File: config.mk
export PLATFORM = sky130hd
export DESIGN_NAME = hcs_alarm_reporter
export DESIGN_NICKNAME = d
export VERILOG_FILES = /design/src/rtl/hcs_pkg.sv /design/src/rtl/hcs_uart_tx.sv /design/src/rtl/hcs_alarm_reporter.sv
export SDC_FILE = /design/constraint.sdc
export NUM_CORES = 1
export LEC_CHECK = 0
export ABC_CLOCK_PERIOD_IN_PS = 3200
export CAP_MARGIN = 40
export CORE_ASPECT_RATIO = 0.8
export CORE_MARGIN = 4
export CORE_UTILIZATION = 30
export CTS_CLUSTER_SIZE = 25
export DETAILED_ROUTE_END_ITERATION = 10
export SKIP_CTS_REPAIR_TIMING = 1
export SLEW_MARGIN = 20
export SYNTH_ARGS = -nofsm -noshare
export SYNTH_HDL_FRONTEND = slang
export SYNTH_HIERARCHICAL = 1
export SYNTH_SLANG_ARGS = --single-unit
File: constraint.sdc
create_clock -name clk -period 3.2 [get_ports clk]
set_clock_uncertainty 0.1 [all_clocks]
set_input_delay 0.96 -clock clk [delete_from_list [all_inputs] [get_ports clk]]
set_output_delay 0.96 -clock clk [all_outputs]
set_load 0.1 [all_outputs]
File: src/rtl/hcs_pkg.sv
// Shared constants for the alarm reporter: header byte, serializer states,
// flag positions inside the status byte and frame geometry.
package hcs_pkg;

  localparam logic [7:0] HDR_DEFAULT = 8'hA5;

  typedef enum logic [1:0] {
    IDLE  = 2'd0,
    START = 2'd1,
    DATA  = 2'd2,
    STOP  = 2'd3
  } txState_e;

  // Flag bits occupy the upper nibble; glycemic index sits in [3:0]
  localparam int FALL_BIT  = 7;
  localparam int TEMP_BIT  = 6;
  localparam int BLOOD_BIT = 5;
  localparam int PRES_BIT  = 4;

  localparam int FRAME_BYTES = 3;

  function automatic logic [7:0] frameChecksum(input logic [7:0] hdr, input logic [7:0] status);
    return hdr ^ status;
  endfunction

endpackage

File: src/rtl/hcs_uart_tx.sv
// 8N1 byte serializer. byteReady is also raised in the last stop-bit cycle so
// consecutive bytes leave the line with no idle gap.
module hcs_uart_tx
  import hcs_pkg::*;
#(
  parameter int CLKS_PER_BIT = 868
) (
  input  logic       clk,
  input  logic       rst,
  input  logic       byteValid,
  input  logic [7:0] byteData,
  output logic       byteReady,
  output logic       txBusy,
  output logic       txSerial
);

  localparam int CW = $clog2(CLKS_PER_BIT);
  localparam logic [CW-1:0] CLK_LAST = CW'(CLKS_PER_BIT - 1);

  txState_e      state;
  logic [CW-1:0] clkCnt;
  logic [2:0]    bitIdx;
  logic [7:0]    shiftReg;
  logic          txReg;
  logic          bitDone;

  assign bitDone   = (clkCnt == CLK_LAST);
  assign byteReady = (state == IDLE) || ((state == STOP) && bitDone);
  assign txBusy    = (state != IDLE);
  assign txSerial  = txReg;

  always_ff @(posedge clk or posedge rst) begin
    if (rst) begin
      state    <= IDLE;
      clkCnt   <= '0;
      bitIdx   <= '0;
      shiftReg <= '0;
      txReg    <= 1'b1;
    end else if (byteValid && byteReady) begin
      state    <= START;
      clkCnt   <= '0;
      shiftReg <= byteData;
      txReg    <= 1'b0;
    end else begin
      case (state)
        IDLE: txReg <= 1'b1;
        START: begin
          if (bitDone) begin
            clkCnt <= '0;
            bitIdx <= '0;
            state  <= DATA;
            txReg  <= shiftReg[0];
          end else begin
            clkCnt <= clkCnt + CW'(1);
          end
        end
        DATA: begin
          if (bitDone) begin
            clkCnt <= '0;
            if (bitIdx == 3'd7) begin
              state <= STOP;
              txReg <= 1'b1;
            end else begin
              bitIdx   <= bitIdx + 3'd1;
              shiftReg <= shiftReg >> 1;
              txReg    <= shiftReg[1];
            end
          end else begin
            clkCnt <= clkCnt + CW'(1);
          end
        end
        STOP: begin
          if (bitDone) begin
            clkCnt <= '0;
            state  <= IDLE;
          end else begin
            clkCnt <= clkCnt + CW'(1);
          end
        end
        default: state <= IDLE;
      endcase
    end
  end

endmodule

File: src/rtl/hcs_alarm_reporter.sv
// Debounces the healthCareSystem status and reports every stable change (or
// requested snapshot) as a 3-byte frame: header, status, header^status.
module hcs_alarm_reporter
  import hcs_pkg::*;
#(
  parameter int         CLKS_PER_BIT = 868,
  parameter int         DEBOUNCE     = 16,
  parameter logic [7:0] HDR          = HDR_DEFAULT
) (
  input  logic       clk,
  input  logic       rst,
  input  logic       presure_abnormality,
  input  logic       blood_abnormality,
  input  logic       fall_detected,
  input  logic       temperature_abnormality,
  input  logic [3:0] glycemic_index,
  input  logic       report_req,
  output logic       tx_serial,
  output logic       busy,
  output logic       alarm,
  output logic [7:0] stable_status,
  output logic [7:0] overrun_count
);

  localparam int DW = (DEBOUNCE > 1) ? $clog2(DEBOUNCE) : 1;
  localparam logic [DW-1:0] DEB_LAST  = DW'(DEBOUNCE - 1);
  localparam logic [1:0]    LAST_BYTE = 2'(FRAME_BYTES - 1);

  logic [7:0]    rawStatus, sPrev, stableReg, pending, frameStatus, snapshot, byteData;
  logic [7:0]    overrunReg;
  logic [DW-1:0] debCnt;
  logic [1:0]    byteIdx;
  logic          pendingValid, debEvent, evt;
  logic          lineFree, launchPending, launchDirect;
  logic          byteValid, byteReady, txBusy;

  always_comb begin
    rawStatus            = {4'b0000, glycemic_index};
    rawStatus[FALL_BIT]  = fall_detected;
    rawStatus[TEMP_BIT]  = temperature_abnormality;
    rawStatus[BLOOD_BIT] = blood_abnormality;
    rawStatus[PRES_BIT]  = presure_abnormality;
  end

  // byteIdx names the next frame byte still to hand over; 0 means none left
  always_comb begin
    debEvent      = (debCnt == DEB_LAST) && (sPrev != stableReg);
    evt           = debEvent || report_req;
    snapshot      = debEvent ? sPrev : stableReg;
    lineFree      = byteReady && (byteIdx == 2'd0);
    launchPending = lineFree && pendingValid;
    launchDirect  = !txBusy && !pendingValid && evt;
    byteValid     = (byteIdx != 2'd0) || launchPending || launchDirect;
    case (byteIdx)
      2'd1:    byteData = frameStatus;
      2'd2:    byteData = frameChecksum(HDR, frameStatus);
      default: byteData = HDR;
    endcase
  end

  always_ff @(posedge clk or posedge rst) begin
    if (rst) begin
      sPrev        <= '0;
      debCnt       <= '0;
      stableReg    <= '0;
      pending      <= '0;
      pendingValid <= 1'b0;
      overrunReg   <= '0;
      frameStatus  <= '0;
      byteIdx      <= '0;
    end else begin
      sPrev <= rawStatus;
      if (rawStatus != sPrev) begin
        debCnt <= '0;
      end else if (debCnt != DEB_LAST) begin
        debCnt <= debCnt + DW'(1);
      end
      if (debEvent) begin
        stableReg <= sPrev;
      end

      if (byteValid && byteReady) begin
        if (byteIdx == 2'd0) begin
          frameStatus <= launchPending ? pending : snapshot;
          byteIdx     <= 2'd1;
        end else begin
          byteIdx <= (byteIdx == LAST_BYTE) ? 2'd0 : byteIdx + 2'd1;
        end
      end

      // A snapshot arriving as the pending one launches simply refills the slot
      if (evt && !launchDirect) begin
        pending      <= snapshot;
        pendingValid <= 1'b1;
        if (pendingValid && !launchPending && (overrunReg != 8'hFF)) begin
          overrunReg <= overrunReg + 8'd1;
        end
      end else if (launchPending) begin
        pendingValid <= 1'b0;
      end
    end
  end

  hcs_uart_tx #(
    .CLKS_PER_BIT(CLKS_PER_BIT)
  ) uartTx (
    .clk      (clk),
    .rst      (rst),
    .byteValid(byteValid),
    .byteData (byteData),
    .byteReady(byteReady),
    .txBusy   (txBusy),
    .txSerial (tx_serial)
  );

  assign busy          = txBusy;
  assign stable_status = stableReg;
  assign overrun_count = overrunReg;
  assign alarm = stableReg[FALL_BIT] | stableReg[TEMP_BIT] | stableReg[BLOOD_BIT] | stableReg[PRES_BIT];

endmodule

==> impl_metrics.tcl <==
set metrics [dict create \
    finalNetCount 415 \
    synth-main-ff-cell "dfrtp_1" \
    place_area_sq_um 4240 \
    slew_viol_final 0 \
    path_max_fanout 6 \
    critPathBufInv 1 \
    leakage_uw 0.00203 \
    antenna_found_initial 0 \
    crit_family "simple AND/OR/NAND/NOR gates" \
    antenna_left 0 \
    grt_pass1_wl_mm 13.2 \
    cp.required_ps 3280 \
    die_h_um 107 \
    critPathKind "register to register" \
    yosysWarnings 6 \
    coreArea_sq_um 12100 \
    clk_latency_ps 330 \
    p_seq_share_pct 38.4 \
    synth_nets 372 \
    synth_top_area_cell "dfrtp_1" \
    io_buffers 29 \
    timing.final.crit_share_pct 91.3 \
    drive_gt1_share_pct 20.5 \
    pwr-share-clk_pct 41.6 \
    hold_path_class "register to register" \
    worst_pin_slew_ps 727 \
    comb_power_share_pct 20.0 \
    hpwlAfterDp_mm 5.61 \
    grt-ovfl-total 0 \
    setup_ws_ps 278 \
    gp_congestion 0.808 \
    fin_util_pct 37.7 \
    p_per_area_nw_per_um2 576 \
    final-setup-viol-count 0 \
    grt_pass1_vias 2669 \
    internal_power_uw 1780 \
    yosysSeqAreaShare_pct 48.0 \
    antennaDiodeCount 0 \
    drc 0 \
    dieArea_sq_um 14200 \
    cts.sink_count 71 \
    hold_viol_final 0 \
    clock.fmax_ghz 0.342 \
    syn_area_per_cell_sq_um 10.7 \
    std_cell_rows 36 \
    p_sw_uw 850 \
    p_sw_share_pct 32.3 \
    cts_buffers 9 \
    grt_start_max_net_pins 33 \
    initial_core_util_pct 30.6 \
    synth_cell_types 54 \
    critPathArrivalTime_ps 3000 \
    ctsLongestPathBuffers 2 \
    wl_per_cell_um 13.7 \
    dpl_worst_slack_ps 115 \
    syn_area_sq_um 3710 \
    status "finished, final reports clean" \
    r2r_setup_slack_ps 280 \
    clk_root_buffer_cell "clkbuf_16" \
    synth_area_leaders "dfrtp_1 47%, mux2i_1 8.1%, ha_1 4.7%" \
    async_flop_share_pct 100 \
    drt-total-wl_mm 7.48 \
    setup_tns_ps 0 \
    drt-initial-drc-count 129 \
    path_cells "ha_1 > or4b_1 > nor3_1 > nand2_1 > nand2_1 > nand3_1 > o311ai_2 > nor2b_1 > nor4_1 > buf_4 > a31o_2 > a21oi_1" \
    cts_tree "yes" \
    viasPerCell 4.80 \
    peakVddDrop_v 0.000359 \
    slowest_delay_ps 470 \
    clk_pin_slew_ps 60 \
    areaGrowthSynthToFinish_pct 23.3 \
    design_area_sq_um 4570 \
    critPathMostFrequentCell "nand2_1" \
    maxCapViolCount 0 \
    fillerInstances 1164 \
    die_w_um 132 \
    ys_seq_elements 71 \
    io_pins 30 \
    first_pass_iters 4 \
    rsz0062_at_grt "no" \
    fin_crit_ps 2920 \
    grtUsageTotal_pct 11.6 \
    via_count 2628 \
    end_kind "register" \
    synthCells 347 \
    crit_slowest_cell "or4b_1" \
    htreeDepth 3 \
    relSlewSlack_pct 51.0 \
    startpoint_type "register" \
    synth_edf_count 0 \
    synth_top_area_share_pct 47.2 \
]
sequential cells by signal, indices dropped and copies added (netlist names):
register	cells
byteIdx	2
stable_status	8
overrun_count	8
uartTx/state	2
debCnt	4
pending	8
uartTx/txSerial	1
uartTx/bitIdx	3
uartTx/shiftReg	8
uartTx/clkCnt	10
sPrev	8
frameStatus	8
pendingValid	1
path summary, 6_finish.rpt:
path | start | end | cells after the start
worst min-delay path | uartTx/txSerial | uartTx/txSerial | 2
min in group asynchronous | rst | uartTx/bitIdx[1] | 2
worst max register to register | uartTx/clkCnt[0] | uartTx/clkCnt[9] | 12
worst max-delay path | uartTx/clkCnt[0] | uartTx/clkCnt[9] | 12
max in group asynchronous | rst | byteIdx[0] | 3
worst min register to register | uartTx/txSerial | uartTx/txSerial | 2
metrics by stage:
step / cells / hold WS [ps] / total power (uW)
4_1_cts: 547 / 385 / 2680
3_5_place_dp: 531 / 375 / 1560
3_3_place_gp: 531 / 370 / 1550
5_1_grt: 547 / 408 / 2740
2_1_floorplan: 347 / 366 / 1430
6_report: 547 / 381 / 2630
final cells by class:
| type | count | area (sq um) | area share [%] |
|---|---|---|---|
| clock buffer | 10 | 239 | 5.23 |
| clock inverter | 6 | 91.3 | 2.00 |
| inverter | 30 | 116 | 2.55 |
| multi-input combinational | 235 | 1780 | 39.0 |
| sequential | 71 | 1790 | 39.1 |
| tap | 152 | 190 | 4.16 |
| timing repair buffer | 43 | 360 | 7.89 |
cell usage in the layout, fill, tap and decap left out, types with 4 or more instances in the layout:
cell / synthesis / final
a32oi_1: 8 / 8
and2_1: 6 / 6
buf_4: 4 / 32
clkbuf_16: 0 / 9
clkdlybuf4s50_1: 0 / 10
dfrtp_1: 70 / 62
dfrtp_2: 0 / 8
ha_1: 14 / 14
inv_1: 30 / 28
mux2i_1: 30 / 30
nand2_1: 30 / 30
nand2b_1: 5 / 5
nand3_1: 9 / 9
nand4_1: 4 / 4
nor2_1: 18 / 18
nor3_1: 9 / 9
o21ai_0: 6 / 6
o21ai_1: 9 / 9
o21ai_2: 7 / 7
xnor2_1: 13 / 13
xor2_1: 17 / 17
cell families after synthesis:
group,share of synthesized area (%)
buf+inv,4.62
compound gates,12.5
fa+ha+maj,4.72
mux,9.52
xor+xnor,7.09
simple gates,13.6
flops,48.0
power by group through the flow:
stage / registers (uW) / logic [uW] / clock network [uW]
finish: 1010 / 526 / 1100
detailed placement: 1030 / 531 / 0
floorplan: 1320 / 110 / 0
global placement: 1030 / 525 / 0
CTS: 1010 / 531 / 1130
global route: 1020 / 549 / 1170
tightest hold or removal path: stages (launching register included):
cell      delay [ps]
dfstp_2          360
inv_1             50
a211oi_1          60
cell usage after synthesis, types with 7 or more instances:
library cell and count:
nand3_1 9, o21ai_2 7, a32oi_1 8, ha_1 14, nor2_1 18, nor3_1 9, nand2_1 30, mux2i_1 30
inv_1 30, o21ai_1 9, dfrtp_1 70, xnor2_1 13, xor2_1 17
per-layer routing:
metal | up-vias | track usage [%] | part of all wire [%]
li1 | 1307 | - | -
met1 | 1267 | 15.1 | 49
met2 | 45 | 18.0 | 46
met3 | 9 | 3.69 | 4.1
met4 | 0 | 4.67 | 1.3
met5 | - | 0 | 0
No activity file was read; power rests on OpenSTA's default activity.
